`config.mk`:
```
export PLATFORM = sky130hd
export DESIGN_NAME = nn_load_sequencer_flat
export DESIGN_NICKNAME = d
export VERILOG_FILES = /design/src/rtl/nn_load_sequencer_if.sv /design/src/rtl/nn_load_sequencer.sv /design/src/flat_wrapper.sv
export SDC_FILE = /design/constraint.sdc
export NUM_CORES = 1
export LEC_CHECK = 0
export ABC_AREA = 1
export CORE_UTILIZATION = 45
export CTS_CLUSTER_SIZE = 40
export DETAILED_ROUTE_END_ITERATION = 8
export GPL_TIMING_DRIVEN = 0
export PLACE_DENSITY = 0.62
export SYNTH_ARGS = -nofsm -noshare
export SYNTH_HDL_FRONTEND = slang
export SYNTH_SLANG_ARGS = --single-unit
export TNS_END_PERCENT = 30
```
`constraint.sdc`:
```
create_clock -name clk -period 3.4 [get_ports clk]
set_clock_uncertainty 0.05 [all_clocks]
set_input_delay 0.51 -clock clk [delete_from_list [all_inputs] [get_ports clk]]
set_output_delay 0.51 -clock clk [all_outputs]
set_load 0.03 [all_outputs]
```
`src/rtl/nn_load_sequencer_if.sv`:
```
// Handshake bundle between the inference sequencer, the SDRAM loader,
// the compute engine and the top-level frame controls.
interface nn_load_sequencer_if #(
  parameter int NUMLAYERS = 2
) ();
  logic                 start;
  logic                 abort;
  logic                 ld_busy;
  logic                 get_image;
  logic                 get_coeffs;
  logic [NUMLAYERS-1:0] layer;
  logic                 compute_start;
  logic                 compute_done;
  logic [NUMLAYERS-1:0] layer_idx;
  logic                 busy;
  logic                 frame_done;
  logic                 error;
  logic [1:0]           err_code;

  modport master (
    input  start, abort, ld_busy, compute_done,
    output get_image, get_coeffs, layer, compute_start, layer_idx,
           busy, frame_done, error, err_code
  );

  modport slave (
    output start, abort, ld_busy, compute_done,
    input  get_image, get_coeffs, layer, compute_start, layer_idx,
           busy, frame_done, error, err_code
  );
endinterface

```
`src/rtl/nn_load_sequencer.sv`:
```
// Frame controller: loads the image once, then per layer loads coefficients and
// runs compute, with a watchdog on every wait state.
module nn_load_sequencer #(
  parameter int NUMLAYERS   = 2,
  parameter int LAYER_COUNT = 3,
  parameter int TIMEOUT     = 4096,
  parameter int TOBITS      = 13
) (
  input  logic                clk,
  input  logic                reset_n,
  nn_load_sequencer_if.master bus
);

  localparam logic [TOBITS-1:0]    WD_LIMIT   = TOBITS'(TIMEOUT - 1);
  localparam logic [NUMLAYERS-1:0] LAST_LAYER = NUMLAYERS'(LAYER_COUNT - 1);

  typedef enum logic [3:0] {
    S_IDLE      = 4'd0,
    S_IMG_REQ   = 4'd1,
    S_IMG_ACK   = 4'd2,
    S_IMG_WAIT  = 4'd3,
    S_COEF_REQ  = 4'd4,
    S_COEF_ACK  = 4'd5,
    S_COEF_WAIT = 4'd6,
    S_COMP_REQ  = 4'd7,
    S_COMP_WAIT = 4'd8,
    S_DONE      = 4'd9,
    S_ERROR     = 4'd10
  } state_t;

  state_t               state_r, state_s;
  logic [TOBITS-1:0]    wd_r, wd_s;
  logic [NUMLAYERS-1:0] layer_idx_r, layer_idx_s;
  logic [NUMLAYERS-1:0] layer_r;
  logic [1:0]           err_code_r, err_code_s;
  logic                 get_image_r, get_coeffs_r, compute_start_r, frame_done_r;
  logic                 wd_expired_s, wd_run_s;

  // Next-state, layer index and error code selection.
  always_comb begin
    state_s      = state_r;
    layer_idx_s  = layer_idx_r;
    err_code_s   = err_code_r;
    wd_expired_s = (wd_r == WD_LIMIT);
    if (bus.abort) begin
      state_s    = S_IDLE;
      err_code_s = 2'b00;
    end else begin
      case (state_r)
        S_IDLE, S_DONE, S_ERROR: begin
          if (bus.start) begin
            state_s     = S_IMG_REQ;
            layer_idx_s = {NUMLAYERS{1'b0}};
            err_code_s  = 2'b00;
          end else begin
            state_s = state_r;
          end
        end
        // Request states leave only once the registered pulse has actually gone out.
        S_IMG_REQ, S_COEF_REQ: begin
          if (get_image_r || get_coeffs_r) begin
            state_s = (state_r == S_IMG_REQ) ? S_IMG_ACK : S_COEF_ACK;
          end else if (wd_expired_s) begin
            state_s    = S_ERROR;
            err_code_s = 2'b01;
          end else begin
            state_s = state_r;
          end
        end
        S_IMG_ACK, S_COEF_ACK: begin
          if (bus.ld_busy) begin
            state_s = (state_r == S_IMG_ACK) ? S_IMG_WAIT : S_COEF_WAIT;
          end else if (wd_expired_s) begin
            state_s    = S_ERROR;
            err_code_s = 2'b01;
          end else begin
            state_s = state_r;
          end
        end
        S_IMG_WAIT, S_COEF_WAIT: begin
          if (!bus.ld_busy) begin
            state_s = (state_r == S_IMG_WAIT) ? S_COEF_REQ : S_COMP_REQ;
          end else if (wd_expired_s) begin
            state_s    = S_ERROR;
            err_code_s = 2'b10;
          end else begin
            state_s = state_r;
          end
        end
        S_COMP_REQ: begin
          state_s = S_COMP_WAIT;
        end
        S_COMP_WAIT: begin
          if (bus.compute_done) begin
            if (layer_idx_r == LAST_LAYER) begin
              state_s = S_DONE;
            end else begin
              state_s     = S_COEF_REQ;
              layer_idx_s = layer_idx_r + {{(NUMLAYERS-1){1'b0}}, 1'b1};
            end
          end else if (wd_expired_s) begin
            state_s    = S_ERROR;
            err_code_s = 2'b11;
          end else begin
            state_s = state_r;
          end
        end
        default: begin
          state_s = S_IDLE;
        end
      endcase
    end
  end

  // Watchdog: restarts on any state change, counts only in guarded states.
  always_comb begin
    case (state_r)
      S_IMG_REQ, S_IMG_ACK, S_IMG_WAIT,
      S_COEF_REQ, S_COEF_ACK, S_COEF_WAIT, S_COMP_WAIT: wd_run_s = 1'b1;
      default:                                           wd_run_s = 1'b0;
    endcase
    if (state_s != state_r) begin
      wd_s = {TOBITS{1'b0}};
    end else if (wd_run_s) begin
      wd_s = wd_r + {{(TOBITS-1){1'b0}}, 1'b1};
    end else begin
      wd_s = wd_r;
    end
  end

  // State, watchdog, layer index and error code registers.
  always_ff @(posedge clk or negedge reset_n) begin
    if (!reset_n) begin
      state_r     <= S_IDLE;
      wd_r        <= {TOBITS{1'b0}};
      layer_idx_r <= {NUMLAYERS{1'b0}};
      err_code_r  <= 2'b00;
    end else begin
      state_r     <= state_s;
      wd_r        <= wd_s;
      layer_idx_r <= layer_idx_s;
      err_code_r  <= err_code_s;
    end
  end

  // Registered pulses; a request is withheld while the loader reported busy.
  always_ff @(posedge clk or negedge reset_n) begin
    if (!reset_n) begin
      get_image_r     <= 1'b0;
      get_coeffs_r    <= 1'b0;
      compute_start_r <= 1'b0;
      frame_done_r    <= 1'b0;
      layer_r         <= {NUMLAYERS{1'b0}};
    end else begin
      get_image_r     <= (state_s == S_IMG_REQ) && !bus.ld_busy;
      get_coeffs_r    <= (state_s == S_COEF_REQ) && !bus.ld_busy;
      compute_start_r <= (state_s == S_COMP_REQ);
      frame_done_r    <= (state_s == S_DONE) && (state_r != S_DONE);
      if ((state_s == S_COEF_REQ) && !bus.ld_busy) begin
        layer_r <= layer_idx_s;
      end else begin
        layer_r <= layer_r;
      end
    end
  end

  assign bus.get_image     = get_image_r;
  assign bus.get_coeffs    = get_coeffs_r;
  assign bus.compute_start = compute_start_r;
  assign bus.frame_done    = frame_done_r;
  assign bus.layer         = layer_r;
  assign bus.layer_idx     = layer_idx_r;
  assign bus.err_code      = err_code_r;
  assign bus.busy          = !((state_r == S_IDLE) || (state_r == S_DONE) || (state_r == S_ERROR));
  assign bus.error         = (state_r == S_ERROR);

endmodule

```
`src/flat_wrapper.sv`:
```
// flat-port wrapper written by rule: the top's interface ports become plain ports
module nn_load_sequencer_flat 
#(
  parameter int NUMLAYERS   = 2,
  parameter int LAYER_COUNT = 3,
  parameter int TIMEOUT     = 4096,
  parameter int TOBITS      = 13
)
  (clk, reset_n, bus_start, bus_abort, bus_ld_busy, bus_compute_done, bus_get_image, bus_get_coeffs, bus_layer, bus_compute_start, bus_layer_idx, bus_busy, bus_frame_done, bus_error, bus_err_code);
  nn_load_sequencer_if #(.NUMLAYERS(NUMLAYERS)) bus_i ();
  input  logic clk;
  input  logic reset_n;
  input wire logic [$bits(bus_i.start)-1:0] bus_start;
  input wire logic [$bits(bus_i.abort)-1:0] bus_abort;
  input wire logic [$bits(bus_i.ld_busy)-1:0] bus_ld_busy;
  input wire logic [$bits(bus_i.compute_done)-1:0] bus_compute_done;
  output wire logic [$bits(bus_i.get_image)-1:0] bus_get_image;
  output wire logic [$bits(bus_i.get_coeffs)-1:0] bus_get_coeffs;
  output wire logic [$bits(bus_i.layer)-1:0] bus_layer;
  output wire logic [$bits(bus_i.compute_start)-1:0] bus_compute_start;
  output wire logic [$bits(bus_i.layer_idx)-1:0] bus_layer_idx;
  output wire logic [$bits(bus_i.busy)-1:0] bus_busy;
  output wire logic [$bits(bus_i.frame_done)-1:0] bus_frame_done;
  output wire logic [$bits(bus_i.error)-1:0] bus_error;
  output wire logic [$bits(bus_i.err_code)-1:0] bus_err_code;
  assign bus_i.start = bus_start;
  assign bus_i.abort = bus_abort;
  assign bus_i.ld_busy = bus_ld_busy;
  assign bus_i.compute_done = bus_compute_done;
  assign bus_get_image = bus_i.get_image;
  assign bus_get_coeffs = bus_i.get_coeffs;
  assign bus_layer = bus_i.layer;
  assign bus_compute_start = bus_i.compute_start;
  assign bus_layer_idx = bus_i.layer_idx;
  assign bus_busy = bus_i.busy;
  assign bus_frame_done = bus_i.frame_done;
  assign bus_error = bus_i.error;
  assign bus_err_code = bus_i.err_code;
  nn_load_sequencer #(.NUMLAYERS(NUMLAYERS), .LAYER_COUNT(LAYER_COUNT), .TIMEOUT(TIMEOUT), .TOBITS(TOBITS)) u_core (.clk(clk), .reset_n(reset_n), .bus(bus_i));
endmodule
```
==> results.toml <==
[setup_path]
cp_slowest_cell = "clkdlybuf4s50_1"
criticalPathCategory = "register to output pin"
r2r_cells = 16
r2r_start = "u_core.wd_r[0]$_DFFE_PN0P_"
r2r_slack_ns = 1.12
path_max_fanout = 8
cp-start-kind = "register"
r2r_end = "u_core.wd_r[6]$_DFFE_PN0P_"
critical_path_buf_inv_count = 3
path_cells = "buf_4 -> nor2_2 -> nand2_1 -> nand3_2 -> inv_1 -> clkdlybuf4s50_1"
end_kind = "output pin"
path_delay_family = "buffers and inverters"
crit_required_ns = 2.84
cp.arrival_ns = 1.95
worst_path_largest_cell_delay_ns = 0.58

[clocking]
clk_pin_slew_ns = 0.10
numClockSinks = 27
holdBufCountCts = 0
cts_tree = "built"
root_buffer = "clkbuf_8"
numCtsBuffers = 3
cts_setup_buffers = 0
clock_latency_ns = 0.28
htreeDepth = 1
cts_buffer_depth = 2
cts_resized = 0

[pwr]
p_leak_nw = 1.04
p_comb_frac = 0.491
power_mw = 1.11
power_frac_seq = 0.334
powerDensity_nw_per_um2 = 541
clkPwrFrac = 0.175
p_int_mw = 0.615
ir_drop_uv = 337
netSwitchingFraction = 0.448
power.switching_mw = 0.499

[sta]
worstMarginPinSlew_ns = 0.601
timing.fmax_mhz = 398
finalCriticalPeriod_ns = 2.51
setup_ws_ns = 0.890
rsz0062_at_grt = "no"
hold_ws_ns = 0.172
max_slew_margin = 0.599
final.setup.tns_ns = 0
maxSlewViolCount = 0
setup_viol = 0
hold_viol_final = 0
min_period_over_period = 0.738

[routing]
wl_per_cell_um = 12.4
drt_wl_total_um = 3920
vias = 1573
drt-pass1-iter-count = 5
viasPerCell = 4.98
drtIter0Drc = 107
drtAntennaViolNets = 0
drc_errors = 0

[logic_synthesis]
yosysWarnings = 0
synth_edf_count = 0
synth.yosys.seq_area_share = 0.379
synthArstFlopShare = 1.00
synth_flop_cell = "dfrtp_1"
synth_cell_types = 29
ys_ff_latch = 27
yosys.area.top_type = "dfrtp_1"
syn_area_um2 = 1780
syn_inst = 247
synth_top_area_share = 0.379
syn_area_per_cell_um2 = 7.22
syn-num-nets = 256
synthTopCellsByArea = "dfrtp_1, nand2_1, nor2_2"

[placed_design]
placed_area_um2 = 2010
dp_cells = 312
routabilityCongestion = 0.926
portBuffers = 17
place_hpwl_um = 3030
pre_cts_ws_ns = 0.790

[final_layout]
fin_cells = 316
nNetsFinal = 278
fin_util = 0.550
drive_above_1_share = 0.194
mostFrequentLayoutCells = "nand2_1, dfrtp_1, inv_1, nor2_1, nand3_1"
stdcell_area_um2 = 2060
final_common_cell = "nand2_1"
synthToLayoutAreaGrowth_pct = 15.4
antennaDiodeCount = 0

[floorplanning]
rows = 22
die_w_um = 65.0
num_io_pins = 18
start_util = 0.477
core_area_um2 = 3740
die_y_um = 65.0
die-area_um2 = 4220

[grt]
grt_pass1_wl_um = 6570
grt_max_degree = 28
grt_pass1_vias = 1413
gr-total-overflow = 0
antenna_found_initial = 0
track_usage = 0.208

[worst_hold_path]
hp-class = "input pin to asynchronous set/reset pin"

[outcome]
status = "complete, no violations"

[job]
maxCapViolations = 0
==> cell usage after synthesis (2+ instances only) <==
master    n
nand4_1   7
nand3_1  19
nor2_1   22
inv_1    22
o21ai_0   6
xor2_1    5
dfrtp_1  27
ha_1      3
or2_2     3
nand3_2   3
nand2_1  70
buf_4     2
nor2_2   17
nand2_2   8
nor3_1    3
a21oi_1   5
xnor2_1   5
inv_2     9
==> kinds of logic (layout without fill, tap and decap cells) <==
family / after synthesis / in the layout / share of synthesized area
multiplexers: 1 / 1 / 0.00561
AO/OA/AOI/OAI: 15 / 15 / 0.0463
buffers and inverters: 35 / 56 / 0.0827
XOR/XNOR: 10 / 10 / 0.0491
flip-flops: 27 / 27 / 0.379
AND/OR/NAND/NOR: 156 / 156 / 0.417
adder cells (fa/ha/maj): 3 / 3 / 0.0210
==> registers in the layout (all words and copies together), names as in the netlist <==
register and cells:
u_core.state_r 4, u_core.bus.get_coeffs 1, u_core.wd_r 13, u_core.bus.layer 2, u_core.bus.frame_done 1, u_core.bus.err_code 2, u_core.bus.compute_start 1, u_core.bus.get_image 1
u_core.bus.layer_idx 2
==> power groups by stage <==
stage                     logic, mW  clock network (mW)  registers, mW
after floorplan               0.401                   0          0.389
after global placement        0.550                   0          0.379
after detailed placement      0.550                   0          0.379
after CTS                     0.551               0.205          0.372
after global routing          0.612               0.211          0.376
final                         0.547               0.195          0.372
==> routing by layer <==
metal  wire [µm]  global-route usage  vias to the layer above  part of all wire
met2        1710               0.327                       51              0.44
met5           0                   0                        -                 0
met1        1970               0.297                      701              0.50
li1            -                   -                      819                 -
met4          21              0.0417                        0            0.0054
met3         219              0.0370                        2             0.056
==> area by class of cell <==
class	count	area [µm²]
inverters	31	116
flip-flops and latches	27	676
multi-input cells	185	961
clock inverters	1	8.76
plain buffers	4	31.3
clock buffers	3	41.3
repair buffers	17	165
fillers	382	1680
well taps	48	60.1
==> worst max path at each step <==
stage	startpoint	to	slack [ns]	cells after the start
after floorplan	u_core.bus.layer_idx[0]$_DFF_PN0_	u_core.wd_r[12]$_DFFE_PN0P_	1.27	15
after global placement	bus_ld_busy	u_core.wd_r[11]$_DFFE_PN0P_	0.80	16
after detailed placement	bus_ld_busy	u_core.wd_r[7]$_DFFE_PN0P_	0.79	16
after CTS	u_core.state_r[1]$_DFF_PN0_	bus_busy	0.90	6
after global routing	u_core.state_r[2]$_DFF_PN0_	bus_busy	0.81	6
final	u_core.state_r[2]$_DFF_PN0_	bus_busy	0.89	6
(Power assumes the default switching activity.)
